--- src/rtl/fifo_write_arbiter.sv ---
// Round-robin arbiter sharing one FIFO write port among NUM_REQ requesters.
// A grant costs one idle cycle, lasts at most MAX_BURST accepted words, and
// ends early when the owner drops valid. The full flag throttles writes
// without releasing the grant; stalled cycles are counted (saturating).
module fifo_write_arbiter #(
  parameter int NUM_REQ   = 4,
  parameter int DATA_W    = 8,
  parameter int MAX_BURST = 4,
  localparam int CNT_W    = $clog2(MAX_BURST + 1)
) (
  input  logic                        w_clk,
  input  logic                        w_reset_n,
  input  logic [NUM_REQ-1:0]          req_valid,
  input  logic [NUM_REQ*DATA_W-1:0]   req_data,
  output logic [NUM_REQ-1:0]          req_ready,
  input  logic                        full,
  output logic                        w_en,
  output logic [DATA_W-1:0]           w_data,
  output logic [NUM_REQ-1:0]          grant,
  output logic [CNT_W-1:0]            burst_cnt,
  output logic [15:0]                 stall_cnt
);

  localparam int OW_W = (NUM_REQ > 1) ? $clog2(NUM_REQ) : 1;
  localparam logic [CNT_W-1:0] LAST_CNT    = CNT_W'(MAX_BURST - 1);
  localparam logic [OW_W-1:0]  RESET_OWNER = OW_W'(NUM_REQ - 1);

  typedef enum logic {IDLE, BURST} state_t;

  state_t                 state_q, state_d;
  logic [NUM_REQ-1:0]     grant_q, grant_d;
  logic [OW_W-1:0]        owner_q, owner_d;
  logic [OW_W-1:0]        last_q, last_d;
  logic [CNT_W-1:0]       cnt_q, cnt_d;
  logic [15:0]            stall_q, stall_d;
  logic [OW_W-1:0]        pick_idx;
  logic [OW_W-1:0]        cand;
  logic                   pick_found;
  logic                   owner_valid;
  logic                   accept;
  logic [DATA_W-1:0]      owner_data;
  logic [DATA_W-1:0]      data_arr [NUM_REQ];

  // Unflatten the requester data bus so the owner can be selected by index.
  generate
    for (genvar gi = 0; gi < NUM_REQ; gi++) begin : g_unpack
      assign data_arr[gi] = req_data[gi*DATA_W +: DATA_W];
    end
  endgenerate

  assign owner_valid = req_valid[owner_q];
  assign owner_data  = data_arr[owner_q];

  // Round-robin search: first valid requester after the previous owner.
  always_comb begin
    pick_found = 1'b0;
    pick_idx   = '0;
    cand       = '0;
    for (int k = 1; k <= NUM_REQ; k++) begin
      cand = OW_W'((int'(last_q) + k) % NUM_REQ);
      if (!pick_found && req_valid[cand]) begin
        pick_found = 1'b1;
        pick_idx   = cand;
      end
    end
  end

  // Next-state, handshake and write-port outputs.
  always_comb begin
    state_d   = state_q;
    grant_d   = grant_q;
    owner_d   = owner_q;
    last_d    = last_q;
    cnt_d     = cnt_q;
    stall_d   = stall_q;
    req_ready = '0;
    w_en      = 1'b0;
    w_data    = '0;
    accept    = 1'b0;
    case (state_q)
      IDLE: begin
        if (pick_found) begin
          grant_d           = '0;
          grant_d[pick_idx] = 1'b1;
          owner_d           = pick_idx;
          cnt_d             = '0;
          state_d           = BURST;
        end
      end
      BURST: begin
        req_ready[owner_q] = ~full;
        accept             = owner_valid & ~full;
        if (accept) begin
          w_en   = 1'b1;
          w_data = owner_data;
          cnt_d  = cnt_q + CNT_W'(1);
        end
        // A stalled owner keeps its grant; only the stall counter moves.
        if (owner_valid && full && (stall_q != 16'hFFFF)) begin
          stall_d = stall_q + 16'd1;
        end
        if (!owner_valid || (accept && (cnt_q == LAST_CNT))) begin
          last_d  = owner_q;
          grant_d = '0;
          cnt_d   = '0;
          state_d = IDLE;
        end
      end
      default: begin
        state_d = IDLE;
        grant_d = '0;
        cnt_d   = '0;
      end
    endcase
  end

  // State registers; reset abandons any burst in progress.
  always_ff @(posedge w_clk or negedge w_reset_n) begin
    if (!w_reset_n) begin
      state_q <= IDLE;
      grant_q <= '0;
      owner_q <= '0;
      last_q  <= RESET_OWNER;
      cnt_q   <= '0;
      stall_q <= '0;
    end else begin
      state_q <= state_d;
      grant_q <= grant_d;
      owner_q <= owner_d;
      last_q  <= last_d;
      cnt_q   <= cnt_d;
      stall_q <= stall_d;
    end
  end

  assign grant     = grant_q;
  assign burst_cnt = cnt_q;
  assign stall_cnt = stall_q;

endmodule

--- config.mk ---
export PLATFORM = sky130hd
export DESIGN_NAME = fifo_write_arbiter
export DESIGN_NICKNAME = d
export VERILOG_FILES = /design/src/rtl/fifo_write_arbiter.sv
export SDC_FILE = /design/constraint.sdc
export NUM_CORES = 1
export LEC_CHECK = 0
export ABC_AREA = 1
export CORE_MARGIN = 5
export CORE_UTILIZATION = 29
export CTS_BUF_LIST = sky130_fd_sc_hd__clkbuf_4 sky130_fd_sc_hd__clkbuf_8
export DETAILED_ROUTE_END_ITERATION = 8
export DONT_BUFFER_PORTS = 1
export GPL_TIMING_DRIVEN = 1
export MAX_ROUTING_LAYER = met4
export PLACE_DENSITY = 0.52
export SKIP_CTS_REPAIR_TIMING = 1
export SYNTH_ARGS = -nofsm -noshare
export SYNTH_HDL_FRONTEND = slang
export SYNTH_SLANG_ARGS = --single-unit
--- constraint.sdc ---
create_clock -name w_clk -period 1.6 [get_ports w_clk]
set_input_delay 0.48 -clock w_clk [delete_from_list [all_inputs] [get_ports w_clk]]
set_output_delay 0.48 -clock w_clk [all_outputs]
set_load 0.05 [all_outputs]
After elaboration in Yosys (flattened, before gate mapping)
Cells that the tools add are included.

Bits in registers: 28. Bits of input ports: 39. Output and inout bits: 36. Word-level logic and storage cells: 89.

Add/subtract/negate cells: 6. Order comparisons: 9. Equality and inequality tests: 5. Multiplexer cells: 40. Bitwise operators: 5. Reduce and logical (&&, ||, !) cells: 18.

Operator list (number): 2-to-1 mux 8 bit (4); < comparator 2 x 3 -> 1 bit, second input constant (6); adder 16 x 1 -> 16 bit, second input constant (1); binary-select mux 8 bit (select 2 bit) (1); != test 16 bit, second input constant (1); 2-to-1 mux 1 bit (15); 2-to-1 mux 4 bit (3); binary-select mux 1 bit (select 2 bit) (5); AND reduction 2 bit (5); 2-to-1 mux 3 bit (3); logical AND 1 bit (8); 2-to-1 mux 2 bit (4); case mux 4 bit (2 select lines) (1); case mux 3 bit (2 select lines) (1); adder 2 x 1 -> 2 bit, second input constant (2); adder 2 bit, second input constant (2); AND 4 bit (1); demux 1 bit (select 2 bit) (2); greater-or-equal comparator 2 x 1 -> 1 bit, second input constant (2); zero test 1 bit (4); adder 3 x 1 -> 3 bit, second input constant (1); equality test 3 x 2 -> 1 bit, second input constant (1); greater-or-equal comparator 3 bit, second input constant (1); != test 3 x 1 -> 1 bit, second input constant (1); 7 further kinds (8).

Longest topological paths before layout
Depth in word-level cells: 19. Mapped depth: 13. Depth with buffers taken out: 12.

Worst setup path before layout
Ideal clock, no wire load.

Path kind: reg2out. Start point: register owner_q[1]. End point: output port w_data[0]. Arrival: 2.689 ns. Required time: 1.120 ns. Path slack: -1.569 ns. Stages on the path, launching flop included: 8. Path buffers: 0. Path through: dfrtp_1 nor2_4 inv_2 o22ai_2 nor2_2 nor2_1 inv_1 a31oi_1.

Cells in the longest elaborated chain, start to end: 6. Elaborated cells on any way between the ends: 9. Those cells by class: mux (7); bitwise (2).

RTL lines: start, declared (RTL line 32) `logic [OW_W-1:0] owner_q, owner_d;`; start signal, assigned (RTL line 129) `owner_q <= owner_d;`; inverter 2 -> 3 bit (not written as such) (RTL line 52) `assign owner_data = data_arr[owner_q];`; binary-select mux 8 bit (select 2 bit) (RTL line 52); 2-to-1 mux 8 bit (not written as such) (2 in series) (RTL line 52); 2-to-1 mux 8 bit (*) (RTL line 93) `if (accept) begin`; 2-to-1 mux 8 bit (*) (RTL line 80) `case (state_q)`; end, declared (RTL line 18) `output logic [DATA_W-1:0] w_data,`.

Every way passes the cells marked *; elsewhere a longest branch is shown, timed or not. The select of a mux whose other input is x is not followed.

Worst setup path after layout
Start point: register owner_q[1]. End point: output port w_data[6].

The elaborated chain is that of the path after synthesis.

==> metrics.txt <==
outcome finished with violations; failing checks setup timing; capturing element type of the critical path output port; Tcrit/Tclk final 148.4%; first drt pass iteration count 4; drt first-iter violations 108; worst hold path type primary input to asynchronous set/reset pin; ys async rst share 100.0%; R2R cell count 11; Netlist cell types 32; global-route wire length before repair 9867 um; FMAX 421.3 MHz; yosys warns 0; Max FO, Critical Path 8; critical path startpoint category flip-flop; Vias/cell 4.707; Yosys reg bits 28; # setup viols final 39; critical path data required time approximately 1100 ps; Tmin final 2374 ps; nets@finish just over 400; DP HPWL 4667 um; vias in the first global route 2122; Worst Max-Slew Pin Slew between 400 and 500 ps; Core Util, Final roughly half; Core Rows 30; Syn Area/Cell 6.989 um2; H-tree depth 1; final instance area around 3300 um2; RSZ-0062 raised after global routing true; aggregate routed wire length 6165 um; maxcap violations 0; Primary FF master, synth dfrtp_1; GP Congestion 0.7963; Die X 93.89 um; clk slew on worst S/H paths 100 ps; multi-input logic area 1433 um2; Starting Density roughly 30%; IO Pins 75; GR Overflow Total 0; Final Max Tran Viols 0; # fillers 687; WHS between 6 and 7 ps; ANT cells 0; CTS Buffer Depth 2; CTS Buf Count 3; Syn Std Cell Area between 2000 and 2500 um2; initial antenna violation count 0; FF/Latch Area ~700 um2; Arr. time, crit path 1890 ps; P&R area growth vs syn 60.82%; Power Dens Cells 1803 nW/um2; Die Y 93.89 um; relative slew slack between 60% and 70%; vias 2198; crit path launch owner_q[1]$_DFFE_PN0P_; pin count of the biggest net entering global routing 29; residual DRC count 0; share of cells above drive strength 1 42.05%; core area 6832 um2; Post-Route Skew 2.791 ps; Routed wire per std cell 13.20 um; Clock Sinks 28; Reg-to-Reg Start last_q[0]$_DFFE_PN1P_; Antenna Nets Post-Route 0; Leak Pwr 1.481 nW; sequential share of the synthesized area 34.46%; placed inst area 2920 um2; Setup CP Type flip-flop to output port; GRT Util Overall around 14%; Root Buffer clkbuf_8; IO Port Bufs 0; Fin. Hold Viols 0; TritonCTS clock tree built; later-pin clock latency in the skew report approximately 270 ps; maximum vdd drop about 0.90 mV; EDFF count, synth 0; Synth Instances 292; post-route setup slack -773.7 ps; syn_nets 334; Die ar. roughly 8800 um2
per-layer routing:
| layer | part of all wire, % | global-route usage (%) | vias to the layer above |
|---|---|---|---|
| li1 | - | - | 1106 |
| met1 | 42 | 16.64 | 1011 |
| met2 | 51 | 24.31 | 79 |
| met3 | 7.2 | 2.724 | 2 |
| met4 | 0.29 | 2.166 | 0 |
| met5 | 0 | - | - |
cells by family (layout without fill, tap and decap cells):
group / Yosys count / after routing / share of synthesized area, %
xor+xnor: 13 / 13 / 5.579
fa+ha+maj: 3 / 3 / 1.840
buf+inv: 40 / 119 / 8.951
flops: 28 / 28 / 34.46
simple gates: 171 / 171 / 36.97
compound gates: 37 / 37 / 12.20
metrics by stage:
stage	setup slack, ps	std cells	total power, W	setup TNS (ps)
global route	-874.8	467	0.006377	-15130
floorplan	-922.8	292	0.003582	-10410
global placement	-383.5	449	0.004773	-4597
CTS	-774.9	453	0.005287	-10770
finish	-773.7	467	0.005916	-11540
detailed placement	-453.8	449	0.004821	-6300
synth_stat cells (5+ instances only):
cell type | n | area, um2
dfrtp_1 | 26 | 650.6
nor2_1 | 17 | 63.81
inv_1 | 30 | 112.6
nand3_1 | 21 | 105.1
a31oi_1 | 8 | 50.05
xor2_1 | 5 | 43.79
xnor2_1 | 8 | 70.07
o21ai_0 | 9 | 45.04
a22oi_1 | 8 | 60.06
nand4_1 | 6 | 37.54
nand2_1 | 113 | 424.2
worst paths after layout:
path                                             to  slack (ps)
min reg2reg                stall_cnt[3]$_DFFE_PN0P_         580
max                                       w_data[6]        -770
min                        stall_cnt[9]$_DFFE_PN0P_           6
max reg2reg                burst_cnt[1]$_DFFE_PN0P_        -250
min in group w_clk         burst_cnt[2]$_DFFE_PN0P_         390
max in group asynchronous    owner_q[1]$_DFFE_PN0P_        1430
registers in the layout, indices dropped and copies added, names as in the netlist:
name,count
burst_cnt,3
grant,4
last_q,2
owner_q,2
stall_cnt,16
state_q,1
critical path, cell delays in order (launching register included):
cell and delay [ps]:
dfrtp_2 460, inv_2 90, nand2_4 60, o22ai_4 210, nor2_4 70, nor2_4 130, clkinvlp_4 100, buf_12 160
a31oi_4 170, buf_12 160
power breakdown:
group | switching [W] | internal [W] | total [W]
logic | 0.00245 | 0.00175 | 0.00420
clock network | 0.000231 | 0.000221 | 0.000451
registers | 0.000329 | 0.000931 | 0.00126
total | 0.00301 | 0.00290 | 0.00592
final cells by class:
type                       instances  share of cell area, %
multi-input combinational        224                  43.65
sequential                        28                  21.88
tap                               96                  3.660
inverter                          34                  4.499
clock buffer                       4                  1.677
timing repair buffer              80                  24.36
timing repair inverter             1                 0.2669
cell usage in the layout (no fill, tap or decap), types with 2 or more instances in the layout:
cell type,instances
dfrtp_1,14
clkbuf_8,4
buf_4,56
nand3_1,20
nor2_1,12
a22oi_1,8
o21ai_1,6
inv_2,3
o21ai_2,5
o211ai_1,3
dfrtp_2,12
o21ai_0,4
inv_1,27
a31oi_4,8
o22ai_4,2
nand2_1,94
buf_12,12
nor3_1,3
xnor2_1,8
nand3_4,2
nor2_4,7
nand2_4,5
buf_6,11
nand4_1,6
nor2_2,2
xor2_1,5
dfstp_2,2
clkinvlp_4,2
nand2_2,16
ha_1,2
(Power assumes the default switching activity.)
